--- config.mk ---
export PLATFORM = sky130hd
export DESIGN_NAME = multiword_add_seq
export DESIGN_NICKNAME = d
export VERILOG_FILES = /design/src/rtl/multiword_add_pkg.sv /design/src/rtl/slice_add.sv /design/src/rtl/multiword_add_seq.sv
export SDC_FILE = /design/constraint.sdc
export NUM_CORES = 1
export LEC_CHECK = 0
export CAP_MARGIN = 20
export CORE_MARGIN = 2
export CORE_UTILIZATION = 40
export CTS_CLUSTER_DIAMETER = 30
export DETAILED_ROUTE_END_ITERATION = 7
export GPL_TIMING_DRIVEN = 0
export SLEW_MARGIN = 40
export SYNTH_ARGS = -nofsm -noshare
export SYNTH_HDL_FRONTEND = slang
export SYNTH_HIERARCHICAL = 1
export SYNTH_SLANG_ARGS = --single-unit
--- constraint.sdc ---
create_clock -name clk -period 5.65 [get_ports clk]
set_input_delay 1.13 -clock clk [delete_from_list [all_inputs] [get_ports clk]]
set_output_delay 1.13 -clock clk [all_outputs]
set_load 0.01 [all_outputs]
--- src/rtl/multiword_add_pkg.sv ---
// Shared types for the sequential multi-word adder.
// Only parameter-free definitions live here.
package multiword_add_pkg;

  typedef enum logic [1:0] {
    IDLE = 2'd0,
    ADD  = 2'd1,
    DONE = 2'd2
  } state_t;

endpackage

--- src/rtl/slice_add.sv ---
// One combinational slice of the multi-word adder.
// Produces the slice sum plus its carry out.
module slice_add
  import multiword_add_pkg::*;
#(
  parameter int SLICE_WIDTH = 16
) (
  input  logic [SLICE_WIDTH-1:0] a,
  input  logic [SLICE_WIDTH-1:0] b,
  input  logic                   cin,
  output logic [SLICE_WIDTH-1:0] s,
  output logic                   cout
);

  typedef struct packed {
    logic                   carry;
    logic [SLICE_WIDTH-1:0] s;
  } slice_sum_t;

  slice_sum_t r;

  assign r = {1'b0, a} + {1'b0, b}
           + {{SLICE_WIDTH{1'b0}}, cin};

  assign s    = r.s;
  assign cout = r.carry;

endmodule

--- src/rtl/multiword_add_seq.sv ---
// Sequential wide adder: one slice per cycle, LSB first,
// carry held in a register between slices.
module multiword_add_seq
  import multiword_add_pkg::*;
#(
  parameter int SLICE_WIDTH = 16,
  parameter int NUM_SLICES  = 4,
  parameter int TOTAL_WIDTH = SLICE_WIDTH * NUM_SLICES
) (
  input  logic                   clk,
  input  logic                   rst_n,
  input  logic                   in_valid,
  output logic                   in_ready,
  input  logic [TOTAL_WIDTH-1:0] in0,
  input  logic [TOTAL_WIDTH-1:0] in1,
  input  logic                   carry_in,
  output logic                   out_valid,
  input  logic                   out_ready,
  output logic [TOTAL_WIDTH-1:0] sum,
  output logic                   carry_out,
  output logic                   overflow,
  output logic                   busy
);

  localparam int IDX_W = (NUM_SLICES > 1) ? $clog2(NUM_SLICES) : 1;
  localparam int MSB   = TOTAL_WIDTH - 1;

  state_t                 state;
  logic [TOTAL_WIDTH-1:0] a_q;
  logic [TOTAL_WIDTH-1:0] b_q;
  logic [IDX_W-1:0]       idx;
  logic                   carry_q;
  logic [TOTAL_WIDTH-1:0] sum_q;
  logic                   cout_q;
  logic                   ovf_q;

  logic [SLICE_WIDTH-1:0] a_sl;
  logic [SLICE_WIDTH-1:0] b_sl;
  logic [SLICE_WIDTH-1:0] s;
  logic                   c;
  logic                   last;

  assign a_sl = a_q[int'(idx)*SLICE_WIDTH +: SLICE_WIDTH];
  assign b_sl = b_q[int'(idx)*SLICE_WIDTH +: SLICE_WIDTH];
  assign last = (idx == IDX_W'(NUM_SLICES - 1));

  slice_add #(
    .SLICE_WIDTH(SLICE_WIDTH)
  ) u_slice (
    .a   (a_sl),
    .b   (b_sl),
    .cin (carry_q),
    .s   (s),
    .cout(c)
  );

  always_ff @(posedge clk or negedge rst_n) begin
    if (!rst_n) begin
      state   <= IDLE;
      a_q     <= '0;
      b_q     <= '0;
      idx     <= '0;
      carry_q <= 1'b0;
      sum_q   <= '0;
      cout_q  <= 1'b0;
      ovf_q   <= 1'b0;
    end else begin
      unique case (state)
        IDLE: begin
          if (in_valid) begin
            a_q     <= in0;
            b_q     <= in1;
            carry_q <= carry_in;
            idx     <= '0;
            state   <= ADD;
          end
        end
        ADD: begin
          sum_q[int'(idx)*SLICE_WIDTH +: SLICE_WIDTH] <= s;
          carry_q <= c;
          if (last) begin
            cout_q <= c;
            // top slice sign vs. operand signs
            ovf_q  <= (a_q[MSB] == b_q[MSB])
                   && (s[SLICE_WIDTH-1] != a_q[MSB]);
            state  <= DONE;
          end else begin
            idx <= idx + IDX_W'(1);
          end
        end
        DONE: begin
          if (out_ready) state <= IDLE;
        end
        default: state <= IDLE;
      endcase
    end
  end

  assign in_ready  = (state == IDLE);
  assign out_valid = (state == DONE);
  assign busy      = (state != IDLE);
  assign sum       = sum_q;
  assign carry_out = cout_q;
  assign overflow  = ovf_q;

endmodule

==> impl_metrics.yaml <==
status:
  outcome: "finished clean"
clock_network:
  ctsRootBufferMaster: "clkbuf_16"
  clk-insertion-delay-late_ns: 0.44
  tritoncts_buffer_count: 17
  cts_buffer_depth: 2
  cts_htree_levels: 4
  tritoncts: "yes"
  post_cts_resized: 0
  clk_pin_slew_worst_paths_ns: 0.09
  clock_sinks: 199
  cts.repair_timing.setup_buffer_count: 0
  cts-hold-fix-buffers: 0
pwr:
  worst_ir_drop_vdd_uv: 558
  static-leakage-power_nw: 5.54
  power_density_nw_per_um2: 703
routing:
  post-route-drc-count: 0
  drt-total-wl_mm: 25.2
  drt_pass1_iterations: 4
  vias: 6182
  drt_iter0_drc: 316
  viasPerCell: 5.09
  route.antenna.remaining_nets: 0
  avgRoutedWirePerCell_um: 20.7
timing:
  timing.clock.skew_ns: 0.0251
  relSlewSlack: 0.506
  final_period_minus_worst_setup_slack_ns: 4.56
  max_slew.worst_pin.slew_ns: 0.740
  timing.final.hold_violations: 0
  final-setup-viol-count: 0
  grt_setup_unrepaired: "no"
  max_clock_freq_mhz: 219
  finalCritPeriodShare: 0.807
  finalMaxSlewViolations: 0
  timing.setup.tns_ns: 0
yosys:
  yosys_most_used_dff: "dfrtp_1"
  synth.lib_cells_used.distinct: 54
  synth-async-reset-ratio: 1.00
  synth.net_count: 808
  number_of_synthesized_flops_with_an_enable_pin: 0
  synth_largest_area_cell: "dfrtp_1"
  number_of_warnings_issued_by_yosys: 6
  netlist_top_cells_area: "dfrtp_1 51%, mux2_4 19%, mux4_2 7.4%"
  synthesis.area_um2: 9730
  average_cell_area_after_synthesis_um2: 14.9
  synth.yosys.seq_area_share: 0.512
  ys_seq_elements: 199
  synth.top_cell.area_share: 0.512
  number_of_cells_produced_by_synthesis: 653
global_route:
  grt_pass1_vias: 6768
  overflow_after_grt: 0
  grt_antenna_before_repair: 3
  global_route_wire_length_before_repair_mm: 40.0
  groute.usage.overall: 0.205
  grt_max_degree: 73
worst_setup_path:
  crit_path_end_kind: "flop"
  regToRegStartpoint: "idx[1]"
  timing.setup.critical_path_class: "reg -> reg"
  critPathRequiredTime_ns: 5.96
  startpoint: "idx[1]"
  worst-endpoint-arrival_ns: 4.88
  timing.critical_path.from_type: "flop"
  worstPathMaxFanout: 10
cells_and_area:
  finish.instance_area_um2: 12900
  proportion_of_layout_cells_with_a_drive_suffix_above_1: 0.272
  area_growth_pct: 32.3
  num-nets-final: 1031
placement:
  gp_routability_congestion: 0.785
  total_placed_instance_area_um2: 12200
  portBuffers: 201
  post-dp-hpwl_mm: 19.4
floorplanning:
  core_area_um2: 24100
  chipHeight_um: 160
  rows: 57
  top_level_ports: 202
  fp.dieW_um: 160
  start_util: 0.404
  die_area_um2: 25600
flow_run:
  drv_cap: 0
hold_path:
  hold_class: "reg -> reg"
  hold_path_startpoint: "sum[24]"
==> metrics by stage <==
| stage | hold slack (ns) | worst slack [ns] | std cells | util | total power [W] |
|---|---|---|---|---|---|
| finish | 0.485 | 1.09 | 1215 | 0.534 | 0.00905 |
| global route | 0.518 | 0.699 | 1214 | 0.534 | 0.00963 |
| CTS | 0.493 | 0.978 | 1213 | 0.534 | 0.00910 |
| detailed placement | 0.473 | 0.991 | 1181 | 0.508 | 0.00779 |
| global placement | 0.467 | -4.44 | 1178 | 0.504 | 0.00761 |
| floorplan | 0.470 | 1.89 | 653 | - | 0.00605 |
==> routing by layer <==
metal / GRT usage / share of wire
met1: 0.282 / 0.46
met2: 0.333 / 0.48
met3: 0.0400 / 0.040
met4: 0.0590 / 0.019
met5: 0 / 0
==> layout by cell type, fill, tap and decap left out, types with 3 or more instances in the layout <==
| master | instances |
|---|---|
| inv_1 | 8 |
| a21oi_1 | 11 |
| clkbuf_16 | 17 |
| clkdlybuf4s50_1 | 200 |
| a21o_1 | 4 |
| buf_12 | 11 |
| a22o_1 | 35 |
| nand2b_1 | 3 |
| nand2_1 | 70 |
| inv_6 | 5 |
| mux2_2 | 10 |
| nor2_1 | 6 |
| buf_6 | 5 |
| clkinv_8 | 5 |
| o21ai_0 | 37 |
| mux4_2 | 32 |
| a21oi_2 | 3 |
| buf_2 | 6 |
| o21bai_1 | 4 |
| ha_1 | 20 |
| mux2_4 | 120 |
| o21ai_1 | 3 |
| nand3_1 | 3 |
| clkbuf_1 | 11 |
| dfrtp_1 | 199 |
| xor2_1 | 5 |
| buf_16 | 3 |
| xnor2_1 | 9 |
==> sequential cells by signal (all words and copies together) (netlist names) <==
name	flops
a_q	64
b_q	64
carry_out	1
carry_q	1
idx	2
overflow	1
state	2
sum	64
==> critical path, cell delays in order (launching register included) <==
cell and delay (ns):
dfrtp_1 0.39, clkbuf_1 0.43, buf_1 0.56, mux4_2 0.43, fa_1 0.48, a21o_1 0.21, and4_1 0.22, o21ai_2 0.22
o2bb2ai_1 0.11, a211o_1 0.31, xor2_1 0.58, and3b_1 0.25, a21oi_1 0.15, o21ai_0 0.10
==> final cells by class <==
cell class                 count  area (um2)
antenna                        2        5.00
buffer                        36         364
clock buffer                  17         425
clock inverter                15         203
fill                        2060       11200
inverter                       9        33.8
multi-input combinational    409        4350
sequential                   199        4980
tap                          324         405
timing repair buffer         204        2100
==> where the power goes <==
group | total [W] | internal, W | switching (W) | leakage (nW)
Combinational | 0.00533 | 0.00254 | 0.00279 | 2.75
Sequential | 0.00243 | 0.00205 | 0.000382 | 2.48
Clock | 0.00128 | 0.000648 | 0.000636 | 0.304
==> logic make-up after synthesis <==
kind of cell,Yosys count,share of synthesized area
buffers and inverters,45,0.0409
adders and majority gates,22,0.0298
DFF,199,0.512
muxes,163,0.272
and+or+nand+nor,99,0.0522
xor gates and xnor gates,14,0.0126
AOI/OAI and AO/OA,111,0.0808
==> synth_stat cells, drive strengths merged (5+ instances only) <==
master,number
nor2,6
buf,24
o21ai,42
clkbuf,12
xnor2,9
a21oi,14
dfrtp,199
xor2,5
mux2,130
a21o,5
a22o,35
mux4,32
nand2,70
inv,9
ha,20
==> path summary, 6_finish.rpt <==
kind / end / slack (ns) / cells after the start
max: overflow / 1.09 / 13
min: sum[24] / 0.49 / 2
max reg2reg: overflow / 1.09 / 13
min reg2reg: sum[24] / 0.49 / 2
max in group asynchronous: b_q[53] / 3.86 / 4
min in group asynchronous: a_q[22] / 0.55 / 1
No activity file was read; power rests on OpenSTA's default activity.
